==> config.mk <==
export PLATFORM = sky130hd
export DESIGN_NAME = base_cfifo
export DESIGN_NICKNAME = d
export VERILOG_FILES = /design/src/rtl/base_cfifo.sv
export SDC_FILE = /design/constraint.sdc
export NUM_CORES = 1
export LEC_CHECK = 0
export CAP_MARGIN = 0
export CORE_AREA = 5 5 57 59
export DETAILED_ROUTE_END_ITERATION = 7
export DIE_AREA = 0 0 62 64
export DONT_BUFFER_PORTS = 1
export PLACE_DENSITY_LB_ADDON = 0.05
export SYNTH_ARGS = -nofsm -noshare
export SYNTH_HDL_FRONTEND = slang
export SYNTH_SLANG_ARGS = --single-unit
==> constraint.sdc <==
create_clock -name clk -period 2.5 [get_ports clk]
set_clock_uncertainty 0.2 [all_clocks]
set_input_delay 0.25 -clock clk [delete_from_list [all_inputs] [get_ports clk]]
set_output_delay 0.25 -clock clk [all_outputs]
set_load 0.02 [all_outputs]
==> src/rtl/base_cfifo.sv <==
// RAM-backed valid/ready FIFO with registered output beat, occupancy count, credit-slack ready and flush.
// Latency 2 cycles write->o_v; i_r is advisory only: beats are stored while the array has room.
// Optional sticky overflow flag err is built only when BASE_CFIFO_ERR_EN is defined.
module base_cfifo #(
    parameter int    width     = 1,
    parameter int    LOG_DEPTH = 3,
    parameter int    DEPTH     = 2**LOG_DEPTH,
    parameter int    SLACK     = 2,
    parameter string ramstyle  = "no_rw_check"
) (
    input  logic             clk,
    input  logic             reset,
    input  logic             flush,
    input  logic             i_v,
    input  logic [width-1:0] i_d,
    output logic             i_r,
    output logic             o_v,
    output logic [width-1:0] o_d,
    input  logic             o_r,
    output logic [LOG_DEPTH:0] cnt,
    output logic             empty
`ifdef BASE_CFIFO_ERR_EN
    ,
    output logic             err
`endif
);

    localparam int CW = LOG_DEPTH + 1;
    localparam int PW = LOG_DEPTH;
    localparam logic [CW-1:0] ARR_MAX = CW'(DEPTH);
    localparam logic [CW-1:0] RDY_MAX = CW'(DEPTH - SLACK);

    (* ramstyle = ramstyle *) logic [width-1:0] mem [DEPTH];

    logic [PW-1:0] wr_ptr, rd_ptr;
    logic [CW-1:0] arr_cnt, arr_cnt_next, cnt_next;
    logic          arr_full, acc, ld, pop;

    always_comb begin
        arr_full     = (arr_cnt == ARR_MAX);
        acc          = i_v & ~arr_full;
        ld           = (arr_cnt != '0) & (~o_v | o_r);
        pop          = o_v & o_r;
        arr_cnt_next = arr_cnt + CW'(acc) - CW'(ld);
        cnt_next     = flush ? '0 : (cnt + CW'(acc) - CW'(pop));
    end

    always_ff @(posedge clk) begin
        if (reset) begin
            wr_ptr  <= '0;
            rd_ptr  <= '0;
            arr_cnt <= '0;
            cnt     <= '0;
            o_v     <= 1'b0;
            i_r     <= 1'b1;
            empty   <= 1'b1;
        end else begin
            if (flush) begin
                wr_ptr  <= '0;
                rd_ptr  <= '0;
                arr_cnt <= '0;
                o_v     <= 1'b0;
            end else begin
                if (acc) wr_ptr <= wr_ptr + PW'(1);
                if (ld)  rd_ptr <= rd_ptr + PW'(1);
                arr_cnt <= arr_cnt_next;
                o_v     <= ld | (o_v & ~o_r);
            end
            cnt   <= cnt_next;
            i_r   <= (cnt_next <= RDY_MAX);
            empty <= (cnt_next == '0);
        end
    end

    // Read and write never hit the same entry: a load needs a non-empty array,
    // and a write needs a non-full one, so rd_ptr == wr_ptr cannot coincide with both.
    always_ff @(posedge clk) begin
        if (acc) mem[wr_ptr] <= i_d;
        if (ld)  o_d <= mem[rd_ptr];
    end

`ifdef BASE_CFIFO_ERR_EN
    always_ff @(posedge clk) begin
        if (reset)
            err <= 1'b0;
        else if (i_v & arr_full)
            err <= 1'b1;
    end
`endif

endmodule

; After elaboration in Yosys (flattened, before gate mapping)
; Memory sizes are Yosys's and may differ from the RTL's. A register that Yosys moved wholly into a read port is not among the register bits.
; Index checks and enable logic that the tools add are counted.
[word_totals]
regBits = 17
ram_bits = 8
input_bits = 6
output_inout_bits = 8
wordCells = 31
memories = 1
[memory_table]
columns = memory, depth, word_bits, rd, rd_ports_with_merged_regs, write_ports, line_no
row1 = mem, 8, 1, 1, 1, 1, 33  ; (* ramstyle = ramstyle *) logic [width-1:0] mem [DEPTH];
[op_classes]
add_sub_neg = 6
order_cmp = 1
n_eq_ne = 1
n_mux = 3
bitwise = 9
reduce_logical = 3
[ops]
columns = op, n
row1 = adder 4 x 1 -> 4 bit, 2
row2 = subtractor 4 x 1 -> 4 bit, 2
row3 = adder 3 x 1 -> 3 bit (second input constant), 2
row4 = AND 1 bit, 4
row5 = equality test 4 bit (second input constant), 1
row6 = <= comparator 4 x 3 -> 1 bit (second input constant), 1
row7 = logical NOT 4 bit, 1
row8 = 2-to-1 mux 4 bit, 1
row9 = nonzero test 4 bit, 1
row10 = NOT 1 bit, 3
row11 = 2-to-1 mux 1 bit, 2
row12 = OR 1 bit, 2
row13 = OR reduction 2 bit, 1

; Depth between registers and ports, before layout
[logic_depth]
depth_word = 7
mapped_depth = 12

; Worst setup path before layout
; No wires, ideal clock.
[synth_path]
path_type = register -> register
startpoint = register arr_cnt[2]
endpoint = register arr_cnt[2]
setup_time_ns = 0.128
arrival_time_ns = 2.148
required_time_ns = 2.172
setup_slack_ns = 0.025
path_stages_with_launch = 12
path_buffers = 0
period_less_slack_ns = 2.475
cell_sequence = dfxtp_1 -> inv_1 -> ha_1 -> nor3b_1 -> nor2_1 -> ha_1 -> inv_1 -> ha_1 -> inv_1 -> fa_1 -> xor2_1 -> nor2_1
[synth_via]
word_cells_on_any_way = 7
cone_classes = 2 x add/sub / 1 x eq/ne / 3 x bitwise / 1 x reduce/logical
[synth_rtl]
columns = element, line_no
row1 = start: declaration, 36  ; logic [CW-1:0] arr_cnt, arr_cnt_next, cnt_next;
row2 = start signal: assignment, 66  ; arr_cnt <= arr_cnt_next;
row3 = nonzero test 4 bit, 42  ; ld = (arr_cnt != '0) & (~o_v | o_r);
row4 = AND 1 bit, 42
row5 = via ld, 37  ; logic arr_full, acc, ld, pop;
row6 = subtractor 4 x 1 -> 4 bit, 44  ; arr_cnt_next = arr_cnt + CW'(acc) - CW'(ld);
; The timed path passes the listed nets, and every way through them passes these cells.
; A chain may end at the register's enable or synchronous reset.

; Worst setup path after layout
[layout_path]
startpoint = register arr_cnt[2]
endpoint = register empty
[layout_via]
elab_chain_cells = 7
[layout_rtl]
columns = element, line_no
row1 = equality test 4 bit, 40  ; arr_full = (arr_cnt == ARR_MAX);
row2 = NOT 1 bit, 41  ; acc = i_v & ~arr_full;
row3 = AND 1 bit, 41
row4 = adder 4 x 1 -> 4 bit, 45  ; cnt_next = flush ? '0 : (cnt + CW'(acc) - CW'(pop));
row5 = subtractor 4 x 1 -> 4 bit, 45
row6 = 2-to-1 mux 4 bit, 45
row7 = logical NOT 4 bit, 71  ; empty <= (cnt_next == '0);
row8 = end signal: assignment, 71
row9 = end: declaration, 21  ; output logic empty
; No other way between the ends.

==> impl_metrics.yaml <==
pwr:
  powerDensity_nw_per_um2: 1050
  peakVddDrop_mv: 0.741
  power.leakage_nw: 0.597
  total_power_mw: 1.69
critical_path:
  rr_worst_depth: 11
  r2r_start: "arr_cnt[2]$_SDFF_PP0_"
  cp-end-kind: "flip-flop"
  r2r_slack_ns: 0.04
  start_kind: "flip-flop"
  critPathKind: "reg2reg"
  r2r-end: "empty$_SDFF_PP1_"
  critPathMaxFanout: 3
  crit_required_ns: 2.56
  crit_arrival_ns: 2.52
synth:
  syn_inst: 123
  synth_top_family_by_area: "simple AND/OR/NAND/NOR gates"
  synth_seq_cells: 26
  yosys_most_used_dff: "dfxtp_1"
  synth_xor_area_share_pct: 1.99
  avgSynthCellArea_sq_um: 10.7
  synth_cell_types: 36
  synth-seq-area-share_pct: 46.3
  yosys.area_share.adder_pct: 14.4
  synth_edf_count: 9
  syn_nets: 143
  synthSimpleGateAreaFrac_pct: 17.3
  synth_compound_gate_area_share_pct: 9.30
  synthArstFlopShare_pct: 0
  syn_area_sq_um: 1320
  synth_warnings: 0
  synthMuxAreaShare_pct: 5.03
final_layout:
  antenna_cells: 0
  fillCellCount: 229
  nets: 159
  final_util_pct: 60.8
  final_layout_size_suffix_gt1_share_pct: 31.2
  area_delta_synth_final_pct: 22.8
min_path:
  hold_path_depth: 2
  min-delay-start: "i_v"
  min_to: "mem[7]$_DFFE_PP_"
  holdCritPathClass: "in2reg"
clock_network:
  cts-root-buf: "clkbuf_4"
  clkLatencyLatePin_ns: 0.32
  htree_levels: 1
  clock_path_buffers: 2
  cts_sinks: 26
  cts_buffers: 3
  cts.clk_slew.worst_paths_ns: 0.15
  cts_tree: "built"
floorplan:
  die_y_microns: 64
  ios: 14
  core_sq_um: 2660
  rows: 19
  die-area_sq_um: 3970
  start_util_pct: 49.5
  die_x_microns: 62
timing:
  max_slew_margin_pct: 72.8
  fin_ws_ns: 0.0374
  fmax_mhz: 406
  rsz0062_at_grt: "yes"
  hold_ws_ns: 0.0842
  finalCritPeriodShare_pct: 98.5
  worst_pin_slew_ns: 0.407
  finalMaxSlewViolations: 0
  setup_viol: 0
  final-hold-violation-count: 0
  tns_ns: 0
  timing.final.crit_period_ns: 2.46
flow_run:
  cap_violations: 0
grt:
  overflow: 0
  grt_max_degree: 16
  grt_usage_pct: 13.9
  grt_pass1_vias: 948
  grt_first_pass_wirelength_microns: 4160
  antenna_found_initial: 0
detailed_routing:
  dr.pass1.iters: 2
  wl_met2_microns: 1250
  via_count: 896
  wire_per_inst_microns: 14.3
  postRouteAntennaNets: 0
  viasPerCell: 5.30
  drc: 0
  met1_length_microns: 1080
  top_layer_used: "met4"
  drt_iter0_markers: 15
  met3_length_microns: 71
  drt_wl_total_microns: 2420
place:
  port_buffers: 0
  dp_hpwl_microns: 1700
  gp_congestion: 0.818
  pre_cts_ws_ns: -0.0298
status:
  status: "finished clean"
==> registers in the layout, summed over array words and instances, names as in the netlist <==
register  cells
mem           8
rd_ptr        3
wr_ptr        3
empty         1
o_v           1
o_d           1
i_r           1
arr_cnt       4
cnt           4
==> layout make-up <==
type,count,area [sq um],share of cell area (%)
Clock buffer,3,22.5,1.39
Inverter,12,47.5,2.94
Tap cell,31,38.8,2.40
Multi-Input combinational cell,82,748,46.2
Clock inverter,1,30.0,1.85
Timing Repair Buffer,14,119,7.34
Sequential cell,26,613,37.9
==> worst max-delay path: stages (launching register included) <==
cell     delay, ns
dfxtp_2       0.34
inv_2         0.07
ha_4          0.11
or3b_4        0.39
nand2_4       0.10
ha_4          0.20
inv_2         0.06
ha_4          0.13
fa_2          0.46
nor2_2        0.13
a21oi_1       0.07
nor3_1        0.14
==> through the flow <==
stage	instances	cell area, sq um
after floorplan	123	1320
after global placement	158	1380
after detailed placement	158	1380
after CTS	168	1580
after global routing	169	1620
final	169	1620
==> cell families after synthesis <==
| logic type | after synthesis |
|---|---|
| DFF | 26 |
| buffers and inverters | 15 |
| xor gates and xnor gates | 3 |
| AOI/OAI and AO/OA | 17 |
| muxes | 4 |
| and+or+nand+nor | 44 |
| adders and majority gates | 14 |
==> layout by cell type, fill, tap and decap left out, types with 2 or more instances in the layout <==
| cell type | netlist | final |
|---|---|---|
| and2_1 | 4 | 4 |
| o21a_1 | 2 | 2 |
| nand2_1 | 5 | 4 |
| nor3_1 | 5 | 4 |
| nor2_1 | 14 | 12 |
| clkbuf_4 | 0 | 3 |
| inv_1 | 12 | 8 |
| buf_4 | 0 | 9 |
| nand3_1 | 3 | 3 |
| nor2b_1 | 2 | 2 |
| ha_4 | 0 | 5 |
| mux4_2 | 2 | 2 |
| edfxtp_1 | 9 | 9 |
| or3_1 | 2 | 2 |
| fa_2 | 0 | 2 |
| a21oi_1 | 7 | 6 |
| or2_2 | 2 | 2 |
| ha_1 | 12 | 7 |
| dfxtp_1 | 17 | 15 |
| dfxtp_2 | 0 | 2 |
| a21bo_2 | 2 | 2 |
| dlygate4sd3_1 | 0 | 4 |
| inv_2 | 0 | 3 |
==> per-layer routing <==
layer / track usage (%) / up-vias
met4: 5.31 / 0
met1: 16.9 / 428
met5: 0 / -
li1: - / 459
met3: 4.02 / 2
met2: 22.8 / 7
==> synthesized netlist by cell type (all sizes together) (2+ instances only) <==
| master | count | share of area, % |
|---|---|---|
| mux4 | 2 | 3.4 |
| fa | 2 | 3.0 |
| ha | 12 | 11 |
| nor2b | 2 | 0.95 |
| nor2 | 14 | 4.0 |
| a21bo | 2 | 1.5 |
| nand2 | 5 | 1.4 |
| nor3b | 2 | 1.1 |
| a21oi | 7 | 2.7 |
| and2 | 4 | 1.9 |
| o21a | 2 | 1.1 |
| nor3 | 5 | 1.9 |
| nand3 | 3 | 1.1 |
| inv | 12 | 3.4 |
| or3 | 2 | 0.95 |
| edfxtp | 9 | 20 |
| or2 | 2 | 0.95 |
| buf | 2 | 2.0 |
| xnor2 | 2 | 1.3 |
| dfxtp | 17 | 26 |
==> report_power, final <==
part	switching, mW	internal, mW
clock	0.126	0.162
sequential	0.0934	0.512
combinational	0.367	0.434
==> how the worst max path moves through the flow <==
stage	start	to	slack [ns]	cells past startpoint
6_report	arr_cnt[2]$_SDFF_PP0_	empty$_SDFF_PP1_	0.04	11
5_1_grt	arr_cnt[2]$_SDFF_PP0_	empty$_SDFF_PP1_	-0.09	11
4_1_cts	arr_cnt[2]$_SDFF_PP0_	empty$_SDFF_PP1_	-0.01	11
3_5_place_dp	arr_cnt[2]$_SDFF_PP0_	empty$_SDFF_PP1_	-0.03	11
3_3_place_gp	arr_cnt[2]$_SDFF_PP0_	empty$_SDFF_PP1_	0.05	11
2_1_floorplan	arr_cnt[2]$_SDFF_PP0_	arr_cnt[2]$_SDFF_PP0_	0.02	11
==> what timing repair did <==
action                                  4_1_cts  5_1_grt
endpoints found under the setup margin        3        5
pin swaps                                    10       13
endpoints found under the hold margin        16        0
buffers inserted                              3        1
gates resized for setup                      19       10
hold buffers                                  4        0
No activity file was read; power rests on OpenSTA's default activity.
